File: src/rtl/ddr2_input_packer_pkg.sv
// Shared constants and types for the DDR2 write-path feeder and the DDR2
// state machine that drains the input FIFO.
package ddr2_input_packer_pkg;

    localparam int          FIFO_SIZE_DEF = 1024;
    localparam int          MARGIN_DEF    = 4;
    localparam int          BURST_LEN     = 8;
    localparam int          WCNT_W        = 10;
    localparam logic [15:0] PAD_WORD_DEF  = 16'h0000;

    // S_LO: no half-word held; S_HI: low half-word waiting for its partner.
    typedef enum logic {
        S_LO = 1'b0,
        S_HI = 1'b1
    } pack_state_t;

    // Pair order on the FIFO bus is {second sample, first sample}.
    function automatic logic [31:0] pack_pair(input logic [15:0] hi, input logic [15:0] lo);
        return {hi, lo};
    endfunction

    function automatic logic [15:0] sat_inc16(input logic [15:0] v);
        return (v == 16'hFFFF) ? v : v + 16'd1;
    endfunction

endpackage

File: src/rtl/ddr2_input_packer_if.sv
// Sample-stream, control and FIFO-side signals of the input packer.
// slave  = the packer itself; master = whoever drives the stream and
// observes the FIFO write port (acquisition front end / testbench).
interface ddr2_input_packer_if;
    import ddr2_input_packer_pkg::*;

    logic              enable;
    logic              din_valid;
    logic [15:0]       din;
    logic              flush;
    logic              ovf_clr;
    logic              fifo_full;
    logic [WCNT_W-1:0] fifo_wr_cnt;
    logic              fifo_we;
    logic [31:0]       fifo_din;
    logic              half_held;
    logic              overflow;
    logic [15:0]       drop_count;
    logic [31:0]       words_written;

    modport slave (
        input  enable, din_valid, din, flush, ovf_clr, fifo_full, fifo_wr_cnt,
        output fifo_we, fifo_din, half_held, overflow, drop_count, words_written
    );

    modport master (
        output enable, din_valid, din, flush, ovf_clr, fifo_full, fifo_wr_cnt,
        input  fifo_we, fifo_din, half_held, overflow, drop_count, words_written
    );

endinterface

File: src/rtl/ddr2_input_packer.sv
// Packs the 16-bit acquisition stream into 32-bit words for the DDR input
// FIFO, pads an odd trailing half-word on flush or enable drop, refuses
// writes inside the FIFO headroom margin and keeps drop/write statistics.
module ddr2_input_packer
    import ddr2_input_packer_pkg::*;
#(
    parameter int          FIFO_SIZE = FIFO_SIZE_DEF,
    parameter int          MARGIN    = MARGIN_DEF,
    parameter logic [15:0] PAD_WORD  = PAD_WORD_DEF
) (
    input logic                 clk,
    input logic                 reset,
    ddr2_input_packer_if.slave  bus
);

    localparam int WR_LIMIT = FIFO_SIZE - MARGIN;

    pack_state_t state_q, state_d;
    logic [15:0] lo_q, lo_d;
    logic        fifo_we_q;
    logic [31:0] fifo_din_q;
    logic        overflow_q;
    logic [15:0] drop_count_q;
    logic [31:0] words_written_q;

    logic        take;
    logic        admit;
    logic        emit;
    logic [31:0] emit_word;

    assign take  = bus.enable && bus.din_valid;
    // Admission is judged on the FIFO status seen in the completing cycle.
    assign admit = !bus.fifo_full && (32'(bus.fifo_wr_cnt) < 32'(WR_LIMIT));

    // Next-state and word assembly; din is consumed before flush is applied.
    always_comb begin
        state_d   = state_q;
        lo_d      = lo_q;
        emit      = 1'b0;
        emit_word = '0;
        case (state_q)
            S_LO: begin
                if (take) begin
                    if (bus.flush) begin
                        emit      = 1'b1;
                        emit_word = pack_pair(PAD_WORD, bus.din);
                    end else begin
                        lo_d    = bus.din;
                        state_d = S_HI;
                    end
                end
            end
            S_HI: begin
                if (take) begin
                    emit      = 1'b1;
                    emit_word = pack_pair(bus.din, lo_q);
                    state_d   = S_LO;
                end else if (bus.flush || !bus.enable) begin
                    // Enable low is only ever seen once here, since we leave S_HI.
                    emit      = 1'b1;
                    emit_word = pack_pair(PAD_WORD, lo_q);
                    state_d   = S_LO;
                end
            end
            default: state_d = S_LO;
        endcase
    end

    // State, registered FIFO write port and statistics counters.
    always_ff @(posedge clk) begin
        if (reset) begin
            state_q         <= S_LO;
            lo_q            <= '0;
            fifo_we_q       <= 1'b0;
            fifo_din_q      <= '0;
            overflow_q      <= 1'b0;
            drop_count_q    <= '0;
            words_written_q <= '0;
        end else begin
            state_q   <= state_d;
            lo_q      <= lo_d;
            fifo_we_q <= emit && admit;
            if (emit && admit) begin
                fifo_din_q      <= emit_word;
                words_written_q <= words_written_q + 32'd1;
            end
            // A refused word in the same cycle as a clear leaves one drop on record.
            if (emit && !admit) begin
                overflow_q   <= 1'b1;
                drop_count_q <= bus.ovf_clr ? 16'd1 : sat_inc16(drop_count_q);
            end else if (bus.ovf_clr) begin
                overflow_q   <= 1'b0;
                drop_count_q <= '0;
            end
        end
    end

    assign bus.fifo_we       = fifo_we_q;
    assign bus.fifo_din      = fifo_din_q;
    assign bus.half_held     = (state_q == S_HI);
    assign bus.overflow      = overflow_q;
    assign bus.drop_count    = drop_count_q;
    assign bus.words_written = words_written_q;

endmodule
File: src/flat_wrapper.sv
// flat-port wrapper written by rule: the top's interface ports become plain ports
module ddr2_input_packer_flat import ddr2_input_packer_pkg::*;
#(
    parameter int          FIFO_SIZE = FIFO_SIZE_DEF,
    parameter int          MARGIN    = MARGIN_DEF,
    parameter logic [15:0] PAD_WORD  = PAD_WORD_DEF
)
  (clk, reset, bus_enable, bus_din_valid, bus_din, bus_flush, bus_ovf_clr, bus_fifo_full, bus_fifo_wr_cnt, bus_fifo_we, bus_fifo_din, bus_half_held, bus_overflow, bus_drop_count, bus_words_written);
  ddr2_input_packer_if bus_i ();
  input logic clk;
  input logic reset;
  input wire logic [$bits(bus_i.enable)-1:0] bus_enable;
  input wire logic [$bits(bus_i.din_valid)-1:0] bus_din_valid;
  input wire logic [$bits(bus_i.din)-1:0] bus_din;
  input wire logic [$bits(bus_i.flush)-1:0] bus_flush;
  input wire logic [$bits(bus_i.ovf_clr)-1:0] bus_ovf_clr;
  input wire logic [$bits(bus_i.fifo_full)-1:0] bus_fifo_full;
  input wire logic [$bits(bus_i.fifo_wr_cnt)-1:0] bus_fifo_wr_cnt;
  output wire logic [$bits(bus_i.fifo_we)-1:0] bus_fifo_we;
  output wire logic [$bits(bus_i.fifo_din)-1:0] bus_fifo_din;
  output wire logic [$bits(bus_i.half_held)-1:0] bus_half_held;
  output wire logic [$bits(bus_i.overflow)-1:0] bus_overflow;
  output wire logic [$bits(bus_i.drop_count)-1:0] bus_drop_count;
  output wire logic [$bits(bus_i.words_written)-1:0] bus_words_written;
  assign bus_i.enable = bus_enable;
  assign bus_i.din_valid = bus_din_valid;
  assign bus_i.din = bus_din;
  assign bus_i.flush = bus_flush;
  assign bus_i.ovf_clr = bus_ovf_clr;
  assign bus_i.fifo_full = bus_fifo_full;
  assign bus_i.fifo_wr_cnt = bus_fifo_wr_cnt;
  assign bus_fifo_we = bus_i.fifo_we;
  assign bus_fifo_din = bus_i.fifo_din;
  assign bus_half_held = bus_i.half_held;
  assign bus_overflow = bus_i.overflow;
  assign bus_drop_count = bus_i.drop_count;
  assign bus_words_written = bus_i.words_written;
  ddr2_input_packer #(.FIFO_SIZE(FIFO_SIZE), .MARGIN(MARGIN), .PAD_WORD(PAD_WORD)) u_core (.clk(clk), .reset(reset), .bus(bus_i));
endmodule
File: config.mk
export PLATFORM = sky130hd
export DESIGN_NAME = ddr2_input_packer_flat
export DESIGN_NICKNAME = d
export VERILOG_FILES = /design/src/rtl/ddr2_input_packer_pkg.sv /design/src/rtl/ddr2_input_packer_if.sv /design/src/rtl/ddr2_input_packer.sv /design/src/flat_wrapper.sv
export SDC_FILE = /design/constraint.sdc
export NUM_CORES = 1
export LEC_CHECK = 0
export ABC_AREA = 1
export BUFFER_PORTS_ARGS = -buffer_cell sky130_fd_sc_hd__buf_2
export CAP_MARGIN = 20
export CORE_ASPECT_RATIO = 1.2
export CORE_MARGIN = 5
export CORE_UTILIZATION = 45
export CTS_CLUSTER_DIAMETER = 40
export DETAILED_ROUTE_END_ITERATION = 8
export PLACE_DENSITY = 0.69
export SLEW_MARGIN = 20
export SYNTH_ARGS = -nofsm -noshare
export SYNTH_HDL_FRONTEND = slang
export SYNTH_SLANG_ARGS = --single-unit
File: constraint.sdc
create_clock -name clk -period 2.1 [get_ports clk]
set_input_delay 0.315 -clock clk [delete_from_list [all_inputs] [get_ports clk]]
set_output_delay 0.315 -clock clk [all_outputs]
set_load 0.02 [all_outputs]
==> results_dict.tcl <==
set metrics [dict create \
    status "finished clean" \
    place_inst 995 \
    drv_slew 0 \
    vias_per_cell 5.35 \
    critPathMostFrequentCell "nand2_1" \
    root_buffer "clkbuf_16" \
    die_y_um 125 \
    grtUsageTotal_pct 21.0 \
    synth_cells 771 \
    die_w_um 106 \
    synth_fa_ha_area_share_pct 0.501 \
    num_rows 42 \
    clkSinkCount 99 \
    dr.pass1.iters 4 \
    cts-htree-levels 3 \
    grt_pass1_wl_mm 23.3 \
    synth-seq-area-share_pct 39.7 \
    drt-initial-drc-count 374 \
    hold_viol_final 0 \
    worstSetupPathType "reg2reg" \
    hold_path_depth 3 \
    final_antenna_net_count 0 \
    via_count 5404 \
    synth.avg_cell_area_um2 6.48 \
    switchingPower_uw 982 \
    synth_xor_area_share_pct 1.75 \
    netlist_top_cells_area "dfxtp_1 (40%), nand2_1 (16%), nor2_1 (9.8%), nand3_1 (8.3%), o21ai_0 (5.1%)" \
    post_cts_resized 0 \
    worstPathArrival_ns 2.08 \
    setup_viol 0 \
    critPathRequiredTime_ns 2.39 \
    timing.fmax_mhz 560 \
    syn_nets 806 \
    synth_compound_area_share_pct 11.2 \
    switching_share_pct 25.1 \
    synth_top_area_share_pct 39.7 \
    die_area_mm2 0.0133 \
    power.total_mw 3.92 \
    start_kind "flip-flop" \
    io_buffers 113 \
    fin_area_mm2 0.00603 \
    final_cells 1010 \
    yosysTopAreaCell "dfxtp_1" \
    worst_pin_slew_ns 0.516 \
    vdd_drop_max_mv 0.332 \
    path_max_fanout 13 \
    hp-class "in2reg" \
    final.setup.worst_slack_ns 0.313 \
    slowest_delay_ns 0.38 \
    fin_util_pct 55.2 \
    cts_made_buffers 9 \
    synth-main-ff-cell "dfxtp_1" \
    synth_area_mm2 0.00499 \
    antennaDiodeCount 0 \
    synth_edf_count 0 \
    ys.warnings.count 0 \
    area_growth_pct 20.8 \
    routabilityCongestion 0.958 \
    crit_chain "ha_1 -> nand3_1 -> nor2_2 -> nand3_2 -> nand2_2 -> nand2_1 -> nand2_1 -> nand2_1 -> inv_1" \
    clock_latency_ns 0.34 \
    drive_gt1_share_pct 18.2 \
    ys_types 33 \
    min_period_ns 1.79 \
    cts.clk_slew.worst_paths_ns 0.07 \
    period_share_pct 85.1 \
    hpwlAfterDp_mm 10.3 \
    initial_utilization_pct 45.7 \
    ys_seq_elements 99 \
    drc_errors 0 \
    maxCapViolations 0 \
    fin_worst_skew_ns 0.00946 \
    slew_headroom_pct 65.4 \
    power.share.combinational_pct 8.0 \
    p_per_area_mw_per_mm2 650 \
    cts_hold_buf 0 \
    final.setup.tns_ns 0 \
    p_leak_nw 2.52 \
    grt_pass1_vias 4896 \
    p_clk_share_pct 42.7 \
    ios 116 \
    rsz0062_at_grt "false" \
    wl_per_cell_um 14.2 \
    grt_max_degree 52 \
    cp-end-kind "flip-flop" \
    synth-simple-area-share_pct 40.7 \
    drt_wl_total_mm 14.4 \
    holdWs_ns 0.250 \
    power_frac_seq_pct 49.2 \
    synth_top_family_by_area "simple AND/OR/NAND/NOR gates" \
    antenna_found_initial 0 \
    place_area_mm2 0.00574 \
    synth-async-reset-ratio_pct 0 \
    r2r_cells 9 \
    cpMaxStageDelayCell "dfxtp_1" \
    nets 909 \
    p_int_mw 2.94 \
    pre_cts_ws_ns 0.246 \
    muxShareOfSynthArea_pct 0 \
    clock_path_buffers 2 \
    cts_tree "done" \
    overflow 0 \
    post-cts-setup-buffer-count 0 \
    fp.coreArea_mm2 0.0109 \
]
-- layout make-up --
cell class                      instances  area (um^2)
Clock inverter                          5         62.6
Sequential cell                        99         1980
Fill cell                            1089         4900
Timing Repair Buffer                  127          721
Tap cell                              132          165
Inverter                               42          158
Clock buffer                           10          229
Multi-Input combinational cell        595         2720
-- layer usage --
layer / up-vias / GRT usage (%) / share of wire (%) / wire length, um
met5: - / 0 / 0 / 0
li1: 2722 / - / - / -
met2: 203 / 35.2 / 47 / 6820
met3: 30 / 3.92 / 7.2 / 1030
met1: 2449 / 26.2 / 42 / 6080
met4: 0 / 9.38 / 3.0 / 432
-- cells in the final DEF (no fill, tap or decap), drive strengths merged --
| master | instances |
|---|---|
| nand2 | 219 |
| o2111ai | 1 |
| and2 | 1 |
| o21ai | 61 |
| or2 | 1 |
| nand3 | 85 |
| o21bai | 2 |
| a31oi | 1 |
| nand4 | 17 |
| dfxtp | 99 |
| ha | 2 |
| clkbuf | 10 |
| a21oi | 42 |
| buf | 127 |
| clkinv | 3 |
| bufinv | 1 |
| nand3b | 11 |
| inv | 41 |
| nor3 | 7 |
| xnor2 | 3 |
| xor2 | 7 |
| nor2 | 133 |
| a31o | 1 |
| clkinvlp | 2 |
| and3 | 1 |
-- power by group through the flow --
| stage | Sequential, mW | Combinational [mW] | Clock (mW) |
|---|---|---|---|
| 3_3_place_gp | 1.97 | 0.309 | 0 |
| 3_5_place_dp | 1.97 | 0.317 | 0 |
| 2_1_floorplan | 1.99 | 0.168 | 0 |
| 6_report | 1.93 | 0.315 | 1.67 |
| 4_1_cts | 1.93 | 0.317 | 1.69 |
| 5_1_grt | 1.93 | 0.352 | 1.76 |
-- final timing paths --
kind	from	end	slack [ns]
max	u_core.bus.drop_count[0]	u_core.bus.drop_count[9]	0.31
min	bus_din[12]	u_core.lo_q[12]	0.25
max reg2reg	u_core.bus.drop_count[0]	u_core.bus.drop_count[9]	0.31
min reg2reg	u_core.lo_q[5]	u_core.lo_q[5]	0.47
-- Yosys cell counts, types with 3 or more instances --
master / number
a21oi_1: 41
nand4_1: 17
dfxtp_1: 99
clkbuf_1: 18
inv_2: 5
buf_2: 11
nor2_1: 131
nor3_2: 3
nand2_2: 3
o21ai_0: 51
inv_1: 36
xor2_1: 7
nand3_1: 83
nor3_1: 4
o21ai_1: 10
nand3b_1: 11
buf_1: 5
xnor2_1: 3
nand2_1: 216
-- kinds of logic (layout without fill, tap and decap cells) --
group           after synthesis  after routing
flops                        99             99
xor+xnor                     10             10
compound gates              108            108
simple gates                475            475
fa+ha+maj                     2              2
buf+inv                      77            184
-- registers in the layout, summed over array words and instances (netlist names) --
name                      cells
u_core.bus.words_written     32
u_core.bus.overflow           1
u_core.bus.drop_count        16
u_core.bus.fifo_din          32
u_core.bus.half_held          1
u_core.bus.fifo_we            1
u_core.lo_q                  16
-- critical path, delay by kind of cell, from the launching register on --
kind          cells  cell delay (ns)
flops             1             0.38
simple gates      7             1.08
buf+inv           1             0.04
fa+ha+maj         1             0.23
(Power assumes the default switching activity.)
